===== config.mk =====
export PLATFORM = sky130hd
export DESIGN_NAME = oled_spi_sink
export DESIGN_NICKNAME = d
export VERILOG_FILES = /design/src/rtl/oled_sink_pkg.sv /design/src/rtl/oled_spi_deser.sv /design/src/rtl/oled_spi_sink.sv
export SDC_FILE = /design/constraint.sdc
export NUM_CORES = 1
export LEC_CHECK = 0
export ABC_CLOCK_PERIOD_IN_PS = 2600
export CAP_MARGIN = 20
export CORE_UTILIZATION = 47
export DETAILED_ROUTE_END_ITERATION = 10
export GPL_TIMING_DRIVEN = 0
export MAX_ROUTING_LAYER = met4
export PLACE_DENSITY = 0.71
export SLEW_MARGIN = 30
export SYNTH_ARGS = -nofsm -noshare
export SYNTH_HDL_FRONTEND = slang
export SYNTH_HIERARCHICAL = 1
export SYNTH_SLANG_ARGS = --single-unit

===== constraint.sdc =====
create_clock -name CLK -period 2.6 [get_ports CLK]
set_clock_uncertainty 0.15 [all_clocks]
set_input_delay 0.39 -clock CLK [delete_from_list [all_inputs] [get_ports CLK]]
set_output_delay 0.39 -clock CLK [all_outputs]
set_load 0.01 [all_outputs]

===== src/rtl/oled_sink_pkg.sv =====
// oled_sink_pkg: shared decoder states, addressing modes and opcodes for the OLED SPI sink.
package oled_sink_pkg;
  typedef enum logic [2:0] {ST_IDLE, ST_ARG1, ST_COL_S, ST_COL_E, ST_PG_S, ST_PG_E} dec_state_t;
  typedef enum logic {MODE_HORZ, MODE_PAGE} addr_mode_t;
  localparam logic [7:0] OP_MODE      = 8'h20;
  localparam logic [7:0] OP_COL_ADDR  = 8'h21;
  localparam logic [7:0] OP_PAGE_ADDR = 8'h22;
  localparam logic [7:0] OP_DISP_OFF  = 8'hAE;
  localparam logic [7:0] OP_DISP_ON   = 8'hAF;
  localparam logic [7:0] OP_PAGE_BASE = 8'hB0;
  localparam logic [7:0] ONE_ARG_OPS [9] = '{8'h20, 8'h81, 8'h8D, 8'hA8, 8'hD3, 8'hD5, 8'hD9, 8'hDA, 8'hDB};
  function automatic logic is_one_arg(input logic [7:0] b);
    logic hit;
    hit = 1'b0;
    for (int i = 0; i < 9; i++) hit |= (b == ONE_ARG_OPS[i]);
    return hit;
  endfunction
endpackage


===== src/rtl/oled_spi_deser.sv =====
// oled_spi_deser: synchronizes the 4-wire SPI inputs and assembles MSB-first bytes,
// flagging frames that end with a partial byte.
module oled_spi_deser
  import oled_sink_pkg::*;
#(
  parameter int SYNC_STAGES = 2
) (
  input  logic       CLK,
  input  logic       RST,
  input  logic       CS,
  input  logic       SCLK,
  input  logic       SDIN,
  input  logic       DC,
  output logic       o_byte_valid,
  output logic [7:0] o_byte,
  output logic       o_dc,
  output logic       o_frag_err
);
  logic [3:0] r_sync [SYNC_STAGES];
  logic       r_sclk_q;
  logic [6:0] r_shift;
  logic [2:0] r_cnt;
  logic       w_cs, w_sclk, w_sdin, w_dc, w_rise;
  logic [7:0] w_next;
  assign {w_cs, w_sclk, w_sdin, w_dc} = r_sync[SYNC_STAGES-1];
  assign w_rise = w_sclk & ~r_sclk_q & ~w_cs;
  assign w_next = {r_shift, w_sdin};
  // Idle bus levels (CS and SCLK high) on reset so release cannot fake an edge.
  always_ff @(posedge CLK) begin
    if (RST) begin
      for (int i = 0; i < SYNC_STAGES; i++) r_sync[i] <= 4'b1100;
      r_sclk_q     <= 1'b1;
      r_shift      <= '0;
      r_cnt        <= '0;
      o_byte_valid <= 1'b0;
      o_byte       <= '0;
      o_dc         <= 1'b0;
      o_frag_err   <= 1'b0;
    end else begin
      r_sync[0] <= {CS, SCLK, SDIN, DC};
      for (int i = 1; i < SYNC_STAGES; i++) r_sync[i] <= r_sync[i-1];
      r_sclk_q     <= w_sclk;
      o_byte_valid <= w_rise && r_cnt == 3'd7;
      o_frag_err   <= w_cs && r_cnt != 3'd0;
      if (w_cs) r_cnt <= '0;
      else if (w_rise) begin
        r_shift <= w_next[6:0];
        r_cnt   <= r_cnt + 3'd1;
        if (r_cnt == 3'd7) begin
          o_byte <= w_next;
          o_dc   <= w_dc;
        end
      end
    end
  end
endmodule


===== src/rtl/oled_spi_sink.sv =====
// oled_spi_sink: SSD1306-style SPI slave model; decodes the controller's command subset,
// tracks column/page pointers and emits frame-buffer write strobes.
module oled_spi_sink
  import oled_sink_pkg::*;
#(
  parameter int NUM_PAGES   = 4,
  parameter int NUM_COLS    = 128,
  parameter int SYNC_STAGES = 2
) (
  input  logic                         CLK,
  input  logic                         RST,
  input  logic                         CS,
  input  logic                         SCLK,
  input  logic                         SDIN,
  input  logic                         DC,
  output logic                         wr_en,
  output logic [$clog2(NUM_PAGES)-1:0] wr_page,
  output logic [$clog2(NUM_COLS)-1:0]  wr_col,
  output logic [7:0]                   wr_data,
  output logic                         cmd_valid,
  output logic [7:0]                   cmd_byte,
  output logic                         cmd_is_arg,
  output logic                         disp_on,
  output logic                         frame_done,
  output logic                         frag_err
);
  localparam int PW = $clog2(NUM_PAGES);
  localparam int CW = $clog2(NUM_COLS);
  logic          w_bv, w_dc;
  logic [7:0]    w_byte, w_col8;
  dec_state_t    r_state, w_state;
  addr_mode_t    r_mode, w_mode;
  logic [7:0]    r_op, w_op;
  logic [CW-1:0] r_col_start, r_col_end, r_col, w_col_start, w_col_end, w_col, w_wr_col;
  logic [PW-1:0] r_page_start, r_page_end, r_page, w_page_start, w_page_end, w_page, w_wr_page;
  logic          w_wr_en, w_cmd_valid, w_cmd_is_arg, w_disp_on, w_frame_done, w_at_ce, w_at_pe;
  logic [7:0]    w_wr_data, w_cmd_byte;
  oled_spi_deser #(.SYNC_STAGES(SYNC_STAGES)) u_deser (
    .CLK(CLK), .RST(RST), .CS(CS), .SCLK(SCLK), .SDIN(SDIN), .DC(DC),
    .o_byte_valid(w_bv), .o_byte(w_byte), .o_dc(w_dc), .o_frag_err(frag_err)
  );
  assign w_col8  = 8'(r_col);
  assign w_at_ce = r_col == r_col_end;
  assign w_at_pe = r_page == r_page_end;
  always_comb begin
    w_state      = r_state;
    w_op         = r_op;
    w_mode       = r_mode;
    w_col_start  = r_col_start;
    w_col_end    = r_col_end;
    w_page_start = r_page_start;
    w_page_end   = r_page_end;
    w_col        = r_col;
    w_page       = r_page;
    w_wr_en      = 1'b0;
    w_wr_page    = wr_page;
    w_wr_col     = wr_col;
    w_wr_data    = wr_data;
    w_cmd_valid  = 1'b0;
    w_cmd_byte   = cmd_byte;
    w_cmd_is_arg = cmd_is_arg;
    w_disp_on    = disp_on;
    w_frame_done = 1'b0;
    // A data byte always wins: it aborts any pending argument sequence.
    if (w_bv && w_dc) begin
      w_state   = ST_IDLE;
      w_wr_en   = 1'b1;
      w_wr_page = r_page;
      w_wr_col  = r_col;
      w_wr_data = w_byte;
      w_col     = w_at_ce ? r_col_start : CW'(r_col + 1);
      if (r_mode == MODE_HORZ && w_at_ce) begin
        w_page       = w_at_pe ? r_page_start : PW'(r_page + 1);
        w_frame_done = w_at_pe;
      end
    end else if (w_bv) begin
      w_cmd_valid  = 1'b1;
      w_cmd_byte   = w_byte;
      w_cmd_is_arg = r_state != ST_IDLE;
      case (r_state)
        ST_ARG1: begin
          w_state = ST_IDLE;
          if (r_op == OP_MODE) w_mode = (w_byte[1:0] == 2'b00) ? MODE_HORZ : MODE_PAGE;
        end
        ST_COL_S: begin
          w_state     = ST_COL_E;
          w_col_start = CW'(w_byte);
        end
        ST_COL_E: begin
          w_state   = ST_IDLE;
          w_col_end = CW'(w_byte);
          w_col     = r_col_start;
        end
        ST_PG_S: begin
          w_state      = ST_PG_E;
          w_page_start = PW'(w_byte);
        end
        ST_PG_E: begin
          w_state    = ST_IDLE;
          w_page_end = PW'(w_byte);
          w_page     = r_page_start;
        end
        default: begin
          if (is_one_arg(w_byte)) begin
            w_state = ST_ARG1;
            w_op    = w_byte;
          end
          else if (w_byte == OP_COL_ADDR) w_state = ST_COL_S;
          else if (w_byte == OP_PAGE_ADDR) w_state = ST_PG_S;
          else if (w_byte[7:4] == 4'h0) w_col = CW'({w_col8[7:4], w_byte[3:0]});
          else if (w_byte[7:4] == 4'h1) w_col = CW'({w_col8[7], w_byte[2:0], w_col8[3:0]});
          else if (w_byte[7:3] == OP_PAGE_BASE[7:3]) w_page = PW'(w_byte);
          else if (w_byte == OP_DISP_OFF || w_byte == OP_DISP_ON) w_disp_on = w_byte[0];
        end
      endcase
    end
  end
  always_ff @(posedge CLK) begin
    if (RST) begin
      r_state      <= ST_IDLE;
      r_op         <= '0;
      r_mode       <= MODE_PAGE;
      r_col_start  <= '0;
      r_col_end    <= CW'(NUM_COLS - 1);
      r_page_start <= '0;
      r_page_end   <= PW'(NUM_PAGES - 1);
      r_col        <= '0;
      r_page       <= '0;
      wr_en        <= 1'b0;
      wr_page      <= '0;
      wr_col       <= '0;
      wr_data      <= '0;
      cmd_valid    <= 1'b0;
      cmd_byte     <= '0;
      cmd_is_arg   <= 1'b0;
      disp_on      <= 1'b0;
      frame_done   <= 1'b0;
    end else begin
      r_state      <= w_state;
      r_op         <= w_op;
      r_mode       <= w_mode;
      r_col_start  <= w_col_start;
      r_col_end    <= w_col_end;
      r_page_start <= w_page_start;
      r_page_end   <= w_page_end;
      r_col        <= w_col;
      r_page       <= w_page;
      wr_en        <= w_wr_en;
      wr_page      <= w_wr_page;
      wr_col       <= w_wr_col;
      wr_data      <= w_wr_data;
      cmd_valid    <= w_cmd_valid;
      cmd_byte     <= w_cmd_byte;
      cmd_is_arg   <= w_cmd_is_arg;
      disp_on      <= w_disp_on;
      frame_done   <= w_frame_done;
    end
  end
endmodule

==> results.json, run 1 <==
{
  "multi_input_area_sq_um": 2212,
  "dpl_worst_slack_ps": -22.83,
  "worst_pin_slew_ps": 731.0,
  "yosysSeqAreaShare_pct": 45.28,
  "ys.flop_type": "dfxtp_1",
  "fp-row-count": 34,
  "drcViolationCount": 0,
  "period_minus_slack_ps": 2449,
  "synth-edff-count": 0,
  "outcome": "complete, no violations",
  "grt_use_met2_pct": 37.70,
  "met1_usage_pct": 29.32,
  "crit_fanout": 10,
  "final_max_slew_viol_count": 0,
  "reg2reg_depth": 6,
  "hold_buffers": 0,
  "top_usage_layer": "met2",
  "yosysWarnings": 6,
  "p_int_mw": 2.168,
  "regArea_sq_um": 1982,
  "cts_buffer_depth": 2,
  "die_y_um": 98.50,
  "combPwrFrac_pct": 6.0,
  "start_kind": "flop",
  "pwr-share-clk_pct": 39.7,
  "r2r-end": "disp_on$_SDFFE_PP0P_",
  "die_x_um": 98.50,
  "grt_pass1_vias": 3616,
  "die-area_sq_um": 9702,
  "wl_per_cell_um": 15.34,
  "sw_frac_of_total_pct": 23.82,
  "track_usage_pct": 23.26,
  "ant_nets": 0,
  "clk_pin_slew_worst_paths_ps": 90,
  "vias_per_cell": 5.632,
  "via_count": 3796,
  "slew-limit-headroom_pct": 51.26,
  "cp_cell_sequence": "buf_2 > a21oi_1 > o2111a_2 > or4_4 > o311a_1 > a31o_1",
  "slowest_stage": "or4_4",
  "fin_crit_sh_pct": 94.18,
  "reg2reg_from": "u_deser/o_byte[2]$_SDFFE_PP0P_",
  "design.core.area_sq_um": 8848,
  "place_hpwl_um": 7334,
  "antenna_found_initial": 0,
  "num_antenna_cells": 0,
  "p_sw_uw": 678.2,
  "use_met3_pct": 4.184,
  "grt_max_degree": 18,
  "syn_avg_cell_area_sq_um": 8.498,
  "routed_wl_um": 10340,
  "hold_path_class": "reg2reg",
  "synthCells": 515,
  "cp.buffers_inverters": 1,
  "cts_buffers": 9,
  "fin_ws_ps": 151.3,
  "whs_path_depth": 1,
  "hold_viol": 0,
  "io_pins": 37,
  "post-route-util_pct": 57.83,
  "synth_area_sq_um": 4377,
  "max_cap_violations": 0,
  "overflow": 0,
  "syn_nets": 525,
  "worstSetupPathType": "reg2reg",
  "nets": 571,
  "root_buffer": "clkbuf_8",
  "irDropWorstVdd_mv": 0.3017,
  "drtIter0Drc": 166,
  "dpl.cell_count": 659,
  "grt_pass1_wl_um": 17450,
  "worst_ep_required_time_ps": 2710,
  "rsz0062_at_grt": "false",
  "start_util_pct": 49.46,
  "cts_tree": "built",
  "drive_gt1_share_pct": 7.420,
  "hold_start": "u_deser/r_sync[0][3]$_SDFF_PP1_",
  "min_to": "u_deser/r_sync[0][7]$_SDFF_PP1_",
  "arrival_ps": 2560,
  "power_density_nw_per_um2": 556.2,
  "io_buffers": 36,
  "fillCellCount": 826,
  "async_flop_share_pct": 0,
  "place.gp.congestion": 0.9698,
  "htree_levels": 3,
  "final_cells": 674,
  "dr.pass1.iters": 7,
  "seq_power_share_pct": 54.3,
  "synthDistinctLibCells": 63,
  "power.leakage_nw": 1.858,
  "fmax_mhz": 408.4,
  "cp_top_family": "compound AO/OA/AOI/OAI gates",
  "end_kind": "flop",
  "clk_latency_ps": 370,
  "setup_viol_count_final": 0,
  "ys_ff_latch": 99,
  "syn2layout_area_growth_pct": 16.92,
  "r2r_setup_slack_ps": 150,
  "numClockSinks": 99,
  "cp_slowest_stage_delay_ps": 580
}
==> timing repair <==
item | in CTS | in global routing
setup buffers | 0 | 0
cloned | 0 | 0
resized for setup | 1 | 2
pin swaps | 0 | 0
setup endpoints to repair | 1 | 7
hold endpoints to repair | 0 | 0
==> power by group through the flow <==
stage / registers (mW) / clock network (mW) / logic, mW
3_3_place_gp: 1.58 / 0 / 0.167
6_report: 1.54 / 1.13 / 0.171
2_1_floorplan: 1.58 / 0 / 0.122
4_1_cts: 1.54 / 1.15 / 0.170
3_5_place_dp: 1.58 / 0 / 0.168
5_1_grt: 1.55 / 1.22 / 0.187
==> worst max-delay path by stage <==
stage | startpoint | endpoint | slack [ps] | cells past startpoint
2_1_floorplan | u_deser/o_byte[5]$_SDFFE_PP0P_ | disp_on$_SDFFE_PP0P_ | 370 | 6
3_3_place_gp | u_deser/o_byte[5]$_SDFFE_PP0P_ | disp_on$_SDFFE_PP0P_ | -30 | 6
3_5_place_dp | u_deser/o_byte[5]$_SDFFE_PP0P_ | disp_on$_SDFFE_PP0P_ | -20 | 6
4_1_cts | r_col[3]$_SDFFE_PP0P_ | r_page[0]$_SDFFE_PP0P_ | 80 | 8
5_1_grt | u_deser/o_dc$_SDFFE_PP0P_ | r_col[3]$_SDFFE_PP0P_ | 9 | 6
6_report | u_deser/o_byte[2]$_SDFFE_PP0P_ | disp_on$_SDFFE_PP0P_ | 150 | 6
==> registers in the layout, indices dropped and copies added (netlist names), 8 cells and up <==
name,flops
cmd_byte,8
u_deser/r_sync,8
u_deser/o_byte,8
r_op,8
wr_data,8
==> kinds of logic (layout without fill, tap and decap cells) <==
group	Yosys count	count (layout)	synth area share, %
xor+xnor	19	19	3.802
mux	32	32	7.376
buf+inv	47	98	4.373
fa+ha+maj	4	4	1.144
compound gates	100	100	14.75
simple gates	214	214	23.27
flops	99	99	45.28
==> through the flow <==
stage | setup TNS [ps] | hold WS [ps] | instance area (sq um) | power, mW
floorplan | 0 | 239.5 | 4377 | 1.697
global placement | -26.97 | 244.2 | 4872 | 1.747
detailed placement | -22.83 | 244.3 | 4872 | 1.748
CTS | 0 | 266.7 | 5111 | 2.863
global route | 0 | 275.5 | 5117 | 2.953
finish | 0 | 266.2 | 5117 | 2.846
==> layer usage <==
metal,part of all wire (%),wire [um]
met1,47,4902
met2,46,4770
met3,4.4,459
met4,2.0,208
met5,0,0
==> cells in the mapped netlist, types with 5 or more instances <==
cell type	instances	area, sq um
mux2i_1	30	300.3
xor2_1	10	87.58
nor3_1	11	55.05
nor2b_1	13	81.33
xnor2_1	9	78.83
a31oi_1	5	31.28
a21oi_1	53	265.3
inv_1	5	18.77
nor2_1	42	157.7
nand3_1	6	30.03
clkbuf_1	29	108.9
dfxtp_1	99	1982
buf_2	5	25.02
a211oi_1	8	60.06
o21ai_1	5	25.02
nand2_1	100	375.4
or2_2	5	31.28
==> area by class of cell <==
cell class	count	area share, %
Tap cell	108	2.641
Clock buffer	10	2.689
Clock inverter	6	1.956
Sequential cell	99	38.73
Multi-Input combinational cell	369	43.23
Timing Repair Buffer	36	7.042
Buffer	39	3.203
Inverter	7	0.5134
==> cells in the final DEF, fill, tap and decap left out, types with 3 or more instances in the layout <==
cell,n
xor2_1,10
dfxtp_1,99
clkbuf_1,27
nand3b_1,3
a31oi_1,5
clkdlybuf4s50_1,36
or3_1,4
nand2b_1,3
nand2_1,100
nand3_1,6
o21ai_0,3
clkbuf_2,3
ha_1,4
inv_1,5
nor2_1,42
o21ai_1,5
a22oi_1,4
a211oi_1,8
nor2b_1,13
xnor2_1,9
nand4b_1,3
clkbuf_8,10
a21oi_1,53
a211o_1,4
or2_2,5
buf_2,5
nor3_1,11
mux2i_1,30
No activity file was read; power rests on OpenSTA's default activity.
==> run 2: changes to the inputs <==
Settings changed: CORE_MARGIN set to 2.
==> run 2 against run 1 <==
Effect of this change:
- fmax decreased by 1.0%
- worst setup slack got worse by 25 ps
- combinational power about the same
- register-to-register slack got worse by 20 ps
- die area increased by 4.1%
- count of clock-buffer cells in the layout increased by 1
- core utilization decreased by 2.1 points
- total power decreased by 1.5%
- sequential power about the same
- critical endpoint unchanged
- largest power group unchanged
==> results.json, run 2 (synthesis results as in run 1) <==
{
  "setup_tns_ps": 0,
  "power_density_nw_per_um2": 549.6,
  "syn2layout_area_growth_pct": 16.55,
  "r2r-end": "disp_on$_SDFFE_PP0P_",
  "seq_power_share_pct": 55.1,
  "hold_viol": 0,
  "regArea_sq_um": 1982,
  "worst_pin_slew_ps": 674.2,
  "rsz0062_at_grt": "false",
  "die_y_um": 100.5,
  "io_buffers": 36,
  "reg2reg_from": "u_deser/o_byte[5]$_SDFFE_PP0P_",
  "slew-limit-headroom_pct": 55.05,
  "num_antenna_cells": 0,
  "start_util_pct": 47.82,
  "dpl_worst_slack_ps": -59.49,
  "clk_latency_ps": 380,
  "fmax_mhz": 404.3,
  "multi_input_area_sq_um": 2212,
  "fin_ws_ps": 126.6,
  "track_usage_pct": 21.95,
  "postPlaceCellArea_sq_um": 4876,
  "layout_common_cells": "nand2_1 (100), dfxtp_1 (99), a21oi_1 (53)",
  "r2r_setup_slack_ps": 130,
  "io_pins": 37,
  "place_hpwl_um": 7124,
  "grt_pass1_vias": 3484,
  "die-area_sq_um": 10100,
  "htree_levels": 3,
  "cts_buffer_depth": 2,
  "final_max_slew_viol_count": 0,
  "vias_per_cell": 5.465,
  "p_total_mw": 2.804,
  "worst_ep_required_time_ps": 2720,
  "worstSetupPathType": "reg2reg",
  "hold_buffers": 0,
  "reg2reg_depth": 6,
  "outcome": "complete, no violations",
  "root_buffer": "clkbuf_8",
  "cts_buffers": 9,
  "clk_pin_slew_worst_paths_ps": 90,
  "setup_viol_count_final": 0,
  "p_sw_uw": 663.5,
  "grt_pass1_wl_um": 16940,
  "fin_hold_ws_ps": 265.7,
  "period_minus_slack_ps": 2473,
  "design.core.area_sq_um": 9153,
  "ant_nets": 0,
  "antenna_found_initial": 0,
  "drcViolationCount": 0,
  "routed_wl_um": 10290,
  "crit_fanout": 10,
  "start_kind": "flop",
  "end_kind": "flop",
  "fp-row-count": 35,
  "die_x_um": 100.5,
  "pwr-share-clk_pct": 38.8,
  "sw_frac_of_total_pct": 23.67,
  "wl_per_cell_um": 15.19,
  "place.gp.congestion": 0.9331,
  "arrival_ps": 2590,
  "grt_max_degree": 17,
  "fillCellCount": 800,
  "nets": 571,
  "dr.pass1.iters": 7,
  "overflow": 0,
  "whs_path_depth": 1,
  "drtIter0Drc": 334,
  "hold_path_class": "reg2reg",
  "cts_tree": "built",
  "drive_gt1_share_pct": 7.067,
  "final_common_cell": "nand2_1",
  "irDropWorstVdd_mv": 0.3314,
  "fin_crit_sh_pct": 95.13,
  "combPwrFrac_pct": 6.1,
  "max_cap_violations": 0,
  "via_count": 3700,
  "hold_start": "u_deser/r_sync[0][2]$_SDFF_PP1_",
  "power.leakage_nw": 1.855,
  "finalInstanceArea_sq_um": 5101,
  "p_int_mw": 2.140,
  "numClockSinks": 99,
  "min_to": "u_deser/r_sync[0][6]$_SDFF_PP1_"
}
[run 2: cell count changes in the layout (fill, tap and decap cells not counted), sizes merged]
cell      change
clkbuf        +1
clkinvlp      -2
inv           +1
[run 2: worst max-delay path, cell delays in order, from the launching register on]
cell and delay [ps]:
dfxtp_1 350, clkbuf_2 340, nor2b_1 170, o2111a_2 230, or4_4 580, o311a_1 370, a31o_1 180
[run 2: worst max-delay path by stage]
stage,startpoint,end,depth (start not counted)
finish,u_deser/o_byte[5]$_SDFFE_PP0P_,disp_on$_SDFFE_PP0P_,6
global route,u_deser/o_dc$_SDFFE_PP0P_,r_col[3]$_SDFFE_PP0P_,6
CTS,r_col[3]$_SDFFE_PP0P_,r_page[0]$_SDFFE_PP0P_,8
detailed placement,u_deser/o_byte[5]$_SDFFE_PP0P_,disp_on$_SDFFE_PP0P_,6
global placement,u_deser/o_byte[5]$_SDFFE_PP0P_,disp_on$_SDFFE_PP0P_,6
floorplan,u_deser/o_byte[5]$_SDFFE_PP0P_,disp_on$_SDFFE_PP0P_,6
[run 2: layer usage]
layer	up-vias	routed length [um]	share of wire (%)	track usage, %
li1	1860	-	-	-
met1	1688	4805	47	29.14
met2	125	4638	45	32.99
met3	27	566	5.5	4.022
met4	0	276	2.7	9.273
met5	-	0	0	-
[run 2: layout make-up]
class | instances | share of cell area, %
Buffer | 39 | 3.213
Tap cell | 111 | 2.723
Multi-Input combinational cell | 369 | 43.37
Clock inverter | 5 | 1.692
Clock buffer | 11 | 2.575
Sequential cell | 99 | 38.85
Inverter | 7 | 0.5151
Timing Repair Buffer | 36 | 7.064
[run 2: timing repair]
item,4_1_cts,5_1_grt
gates resized for setup,1,2
buffers inserted,0,0
setup endpoints to repair,1,4
[run 2: metrics by stage]
| step | cells | util (%) |
|---|---|---|
| CTS | 678 | 55.67 |
| finish | 677 | 55.73 |
| floorplan | 515 | - |
| global placement | 662 | 53.27 |
| global route | 677 | 55.73 |
| detailed placement | 662 | 53.27 |
[run 2: power groups by stage]
stage                     logic, mW  clock network [mW]  registers (mW)
after global routing          0.188                1.15            1.55
final                         0.170                1.09            1.55
after global placement        0.163                   0            1.58
after floorplan               0.122                   0            1.58
after detailed placement      0.166                   0            1.58
after CTS                     0.167                1.09            1.54
==> run 3: changes to the inputs <==
Settings changed: CAP_MARGIN 20 to not set, CORE_MARGIN 2 to not set.
==> results of run 3 <==
No change in the layout: final DEF, timing and power equal those of run 1.
